$ cat config.mk
export PLATFORM = sky130hd
export DESIGN_NAME = game_scheduler
export DESIGN_NICKNAME = d
export VERILOG_FILES = /design/src/rtl/game_pkg.sv /design/src/rtl/round_timer.sv /design/src/rtl/game_scheduler.sv
export SDC_FILE = /design/constraint.sdc
export NUM_CORES = 1
export LEC_CHECK = 0
export CORE_UTILIZATION = 35
export DETAILED_ROUTE_END_ITERATION = 8
export SLEW_MARGIN = 20
export SYNTH_ARGS = -nofsm -noshare
export SYNTH_HDL_FRONTEND = slang
export SYNTH_SLANG_ARGS = --single-unit
$ cat constraint.sdc
create_clock -name CLK -period 2.6 [get_ports CLK]
set_clock_uncertainty 0.1 [all_clocks]
set_input_delay 0.26 -clock CLK [delete_from_list [all_inputs] [get_ports CLK]]
set_output_delay 0.26 -clock CLK [all_outputs]
set_load 0.01 [all_outputs]
$ cat src/rtl/game_pkg.sv
// Shared types and defaults for the reaction-game round scheduler.
// Holds FSM encodings, default round/cap sizes and datapath widths.
package game_pkg;

    typedef enum logic [1:0] {
        ST_IDLE   = 2'b00,
        ST_ARM    = 2'b01,
        ST_RUN    = 2'b10,
        ST_EXPIRE = 2'b11
    } state_t;

    localparam int unsigned DEF_ROUND_TICKS = 60;
    localparam int unsigned DEF_LOAD_LIMIT  = 4;
    localparam int unsigned TIME_W          = 8;
    localparam int unsigned CNT_W           = 3;

endpackage

$ cat src/rtl/round_timer.sv
// Round countdown: loadable down-counter, decrements on dec, never wraps below zero.
// Value is registered, updates one edge after load/dec; zero flag decodes the register.
module round_timer
    import game_pkg::*;
(
    input  logic              clk,
    input  logic              rst,
    input  logic              load,
    input  logic [TIME_W-1:0] load_val,
    input  logic              dec,
    output logic [TIME_W-1:0] value,
    output logic              zero
);

    always_ff @(posedge clk) begin
        if (rst) begin
            value <= '0;
        end else if (load) begin
            value <= load_val;
        end else if (dec && (value != '0)) begin
            value <= value - 1'b1;
        end
    end

    assign zero = (value == '0);

endmodule

$ cat src/rtl/game_scheduler.sv
// Round scheduler: countdown to timeout plus round-robin sharing of the load strobe with a per-round cap.
// Grants appear one cycle after the sampled request; a losing request waits at most one extra cycle.
module game_scheduler
    import game_pkg::*;
#(
    parameter int unsigned ROUND_TICKS = DEF_ROUND_TICKS,
    parameter int unsigned LOAD_LIMIT  = DEF_LOAD_LIMIT
) (
    input  logic              CLK,
    input  logic              RST,
    input  logic              enable,
    input  logic              reconf,
    input  logic              tick,
    input  logic              req_1,
    input  logic              req_R,
    output logic              grant_1,
    output logic              grant_R,
    output logic              timeout,
    output logic [TIME_W-1:0] time_left,
    output logic [CNT_W-1:0]  count_1,
    output logic [CNT_W-1:0]  count_R,
    output logic [1:0]        state
);

    localparam logic [TIME_W-1:0] ROUND_LOAD = TIME_W'(ROUND_TICKS);
    localparam logic [CNT_W-1:0]  LIMIT      = CNT_W'(LOAD_LIMIT);

    state_t st;
    logic   pend_1, pend_R;
    logic   last_r;          // 1: player R won the last contested grant
    logic   timer_zero;
    logic   running, final_tick, arb_en;
    logic   cand_1, cand_R, both, pick_1, pick_R, g_1, g_R;
    logic   timer_load, timer_dec;

    assign running    = (st == ST_RUN) && enable;
    assign final_tick = tick && ((time_left == TIME_W'(1)) || timer_zero);
    assign arb_en     = running && !final_tick;

    assign cand_1 = (pend_1 || req_1) && (count_1 < LIMIT);
    assign cand_R = (pend_R || req_R) && (count_R < LIMIT);
    assign both   = cand_1 && cand_R;
    assign pick_1 = cand_1 && (!cand_R || last_r);
    assign pick_R = cand_R && (!cand_1 || !last_r);
    assign g_1    = arb_en && pick_1;
    assign g_R    = arb_en && pick_R;

    assign timer_load = reconf && ((st == ST_IDLE) || (st == ST_ARM));
    assign timer_dec  = running && tick;

    round_timer u_timer (
        .clk      (CLK),
        .rst      (RST),
        .load     (timer_load),
        .load_val (ROUND_LOAD),
        .dec      (timer_dec),
        .value    (time_left),
        .zero     (timer_zero)
    );

    always_ff @(posedge CLK) begin
        if (RST) begin
            st      <= ST_IDLE;
            grant_1 <= 1'b0;
            grant_R <= 1'b0;
            timeout <= 1'b0;
            count_1 <= '0;
            count_R <= '0;
            pend_1  <= 1'b0;
            pend_R  <= 1'b0;
            last_r  <= 1'b1;
        end else begin
            grant_1 <= g_1;
            grant_R <= g_R;
            case (st)
                ST_IDLE, ST_ARM: begin
                    timeout <= 1'b0;
                    if (reconf) begin
                        count_1 <= '0;
                        count_R <= '0;
                        pend_1  <= 1'b0;
                        pend_R  <= 1'b0;
                        st      <= ST_ARM;
                    end else if ((st == ST_ARM) && enable) begin
                        st <= ST_RUN;
                    end
                end
                ST_RUN: begin
                    if (!enable) begin
                        pend_1 <= 1'b0;
                        pend_R <= 1'b0;
                        st     <= ST_IDLE;
                    end else if (final_tick) begin
                        pend_1  <= 1'b0;
                        pend_R  <= 1'b0;
                        timeout <= 1'b1;
                        st      <= ST_EXPIRE;
                    end else begin
                        // Losing candidates are remembered; anything else is dropped.
                        pend_1 <= cand_1 && !pick_1;
                        pend_R <= cand_R && !pick_R;
                        if (g_1) count_1 <= count_1 + 1'b1;
                        if (g_R) count_R <= count_R + 1'b1;
                        if (both) last_r <= pick_R;
                    end
                end
                ST_EXPIRE: begin
                    timeout <= enable;
                    if (!enable) st <= ST_IDLE;
                end
                default: st <= ST_IDLE;
            endcase
        end
    end

    assign state = st;

endmodule
==> impl_results.md <==
* Vias/cell at 5.30
* Data required, critical path at 2760 ps
* Clk buf depth at 2
* Most common cell in the netlist: dfxtp_1
* GRT Overall Usage at 15.7%
* P_sw at 0.155 mW
* Area delta synth->final at 28.4%
* Largest net degree at the start of global routing at 16
* Drt total wl at 2350 um
* Synth area leaders: dfxtp_1 41%, a21oi_1 5.5%, ha_1 4.6%, mux2i_1 3.7%, nand2b_1 3.5%
* Int Pwr at 0.468 mW
* Fin. Hold Viols at 0
* Total gr overflow at 0
* H-tree depth at 1
* Starting density of the core at 38.0%
* CTS sink count at 22
* Average size of a mapped cell at 9.11 um^2
* Clk pwr share at 30.4%
* Leading area contributor after synthesis: dfxtp_1
* Number of synthesized flops with an enable pin at 0
* Crit path launch type: flip-flop
* Worst path max stage delay at 470 ps
* Post-cts resize count at 0
* Clock transition at path regs at 120 ps
* Flop pwr share at 57.5%
* Area share of the largest cell type after synthesis at 40.6%
* # rows at 19
* Placeable Area at 2850 um^2
* Detail Placement HPWL at 1770 um
* Ys async rst share at 0%
* Slowest stage cell, crit path: dfxtp_1
* RSZ-0062 raised after global routing: no
* Syn nets at 130
* CTS Root Buffer Type: clkbuf_4
* Synth Flop Type: dfxtp_1
* Post-Syn Area at 1080 um^2
* Vias at 928
* Post-route cell area at 1390 um^2
* Ys Warns at 0
* First-pass GRT wire length at 4030 um
* Routed len/inst at 13.4 um
* Maximum vdd drop at 0.000302 V
* I/O Pins at 26
* Slew at the pin with the worst max-slew slack at 620 ps
* Critical path peak fanout at 6
* Top post-synthesis cells by count: 22 x dfxtp_1, 12 x a21oi_1, 9 x nor2_1, 8 x nand2_1, 6 x nand2b_1
* Power per Cell Area at 448 nW/um^2
* Slew Limit Headroom at 58.3%
* Fin crit period at 2190 ps
* # setup viols final at 0
* Routed Antenna Nets at 0
* Worst path cell trace: inv_1 > ha_1 > o21ai_0 > o41ai_4 > nor4_1 > a22o_1
* Die ar. at 3320 um^2
* Final period util at 84.0%
* Worst setup EP type: flip-flop
* CP top delay family: compound AO/OA/AOI/OAI gates
* Lkg Pwr at 0.505 nW
* Max-slew violation count at 0
* Mapped Cells at 119
* Number of global-route vias before repair at 878
* Cell Area, Placed at 1360 um^2
* Total CTS buffers at 3
* Fillcell total at 285
* Sequential cell area fraction in the yosys report at 40.6%
* CTS tree: built
* Diodes inserted at 0
* Clock latency on the worst-skew pair at 310 ps
* Drt drc at 1
* Setup TNS at 0 ps
* Cts hold-fix bufs at 0
* Synth cell types at 36
* Die span in x at 57.6 um
* Nets at 156
* Setup CP Type: flip-flop to flip-flop
* Yosys reg bits at 22
* Detailed-router iteration count before antenna repair at 6
* Port Buf Inserts at 25
* Hold crit path type: flip-flop to flip-flop
* Gpl congestion at 0.770
* Data arrival time of the worst path at 2340 ps
* Failing checks: design-rule violations
* DIE HEIGHT at 57.6 um
* Share of cells above drive strength 1 at 5.56%
* Switching part of the total power at 24.9%
* R2R Setup Slk at 410 ps
* WP buf/inv at 1
* Status: complete, but fails checks
* Max Cap Viol at 0
* Comb power frac at 12.0%
* Initial antenna violation count at 0
* Fmax at 458 MHz
* Setup Fix Bufs, Post-CTS at 0
* First DRT Iteration DRCs at 29
[logic make-up after synthesis]
family / share of synthesized area (%)
mux: 4.73
simple gates: 24.7
flops: 40.6
buf+inv: 3.35
compound gates: 19.5
xor+xnor: 2.43
fa+ha+maj: 4.62
[placed cells by master, fill, tap and decap left out, drive strengths merged, types with 3 or more instances in the layout]
cell | Yosys | final
nand2 | 8 | 8
clkdlybuf4s50 | 0 | 25
nor3 | 4 | 4
nor2b | 3 | 3
dfxtp | 22 | 22
a21oi | 12 | 12
mux2i | 4 | 4
clkbuf | 2 | 4
ha | 4 | 4
nor2 | 9 | 9
nor3b | 3 | 3
nand3 | 4 | 4
inv | 5 | 5
nand2b | 6 | 6
nor4 | 3 | 3
[worst reg2reg max path: stages (launching register included)]
cell,delay (ps)
dfxtp_1,470
inv_1,70
ha_1,240
o21ai_0,470
o41ai_4,140
nor4_1,440
a22o_1,210
[area by class of cell]
cell class / count / area, um^2 / area share (%)
clock buffer: 4 / 36.3 / 2.61
inverter: 5 / 18.8 / 1.35
multi-input combinational: 88 / 607 / 43.6
sequential: 22 / 440 / 31.7
tap: 31 / 38.8 / 2.79
timing repair buffer: 25 / 250 / 18.0
[state kept, by name, indices dropped and copies added, names as in the netlist]
| signal | flops |
|---|---|
| count_1 | 3 |
| count_R | 3 |
| grant_1 | 1 |
| grant_R | 1 |
| last_r | 1 |
| pend_1 | 1 |
| pend_R | 1 |
| state | 2 |
| timeout | 1 |
| u_timer.value | 8 |
[metrics by stage]
stage	std cells	utilization, %	hold slack [ps]	total power, mW	worst slack (ps)
final	175	48.8	359	0.623	415
after global routing	175	48.8	380	0.654	218
after CTS	175	48.8	365	0.631	402
after detailed placement	171	47.5	345	0.441	362
after global placement	171	47.5	344	0.440	436
after floorplan	119	-	257	0.407	611
[power by group through the flow]
stage / clock (mW) / sequential, mW / combinational, mW
global placement: 0 / 0.365 / 0.0743
finish: 0.190 / 0.358 / 0.0749
detailed placement: 0 / 0.366 / 0.0749
global route: 0.211 / 0.361 / 0.0821
floorplan: 0 / 0.362 / 0.0451
CTS: 0.197 / 0.358 / 0.0752
[worst paths after layout]
path,startpoint,end,cells past startpoint
min,pend_R$_SDFFE_PP0P_,pend_R$_SDFFE_PP0P_,2
min reg2reg,pend_R$_SDFFE_PP0P_,pend_R$_SDFFE_PP0P_,2
max reg2reg,u_timer.value[0]$_SDFFE_PP0P_,count_1[2]$_SDFFE_PP0P_,6
max,u_timer.value[0]$_SDFFE_PP0P_,count_1[2]$_SDFFE_PP0P_,6
[per-layer routing]
metal | track usage, % | vias up | wire length [um]
met5 | 0 | - | 0
met4 | 3.14 | 0 | 15
met3 | 4.02 | 2 | 80
met2 | 27.1 | 17 | 1120
met1 | 20.0 | 426 | 1130
li1 | - | 483 | -
Note: power is estimated with default switching activity, not from simulation.
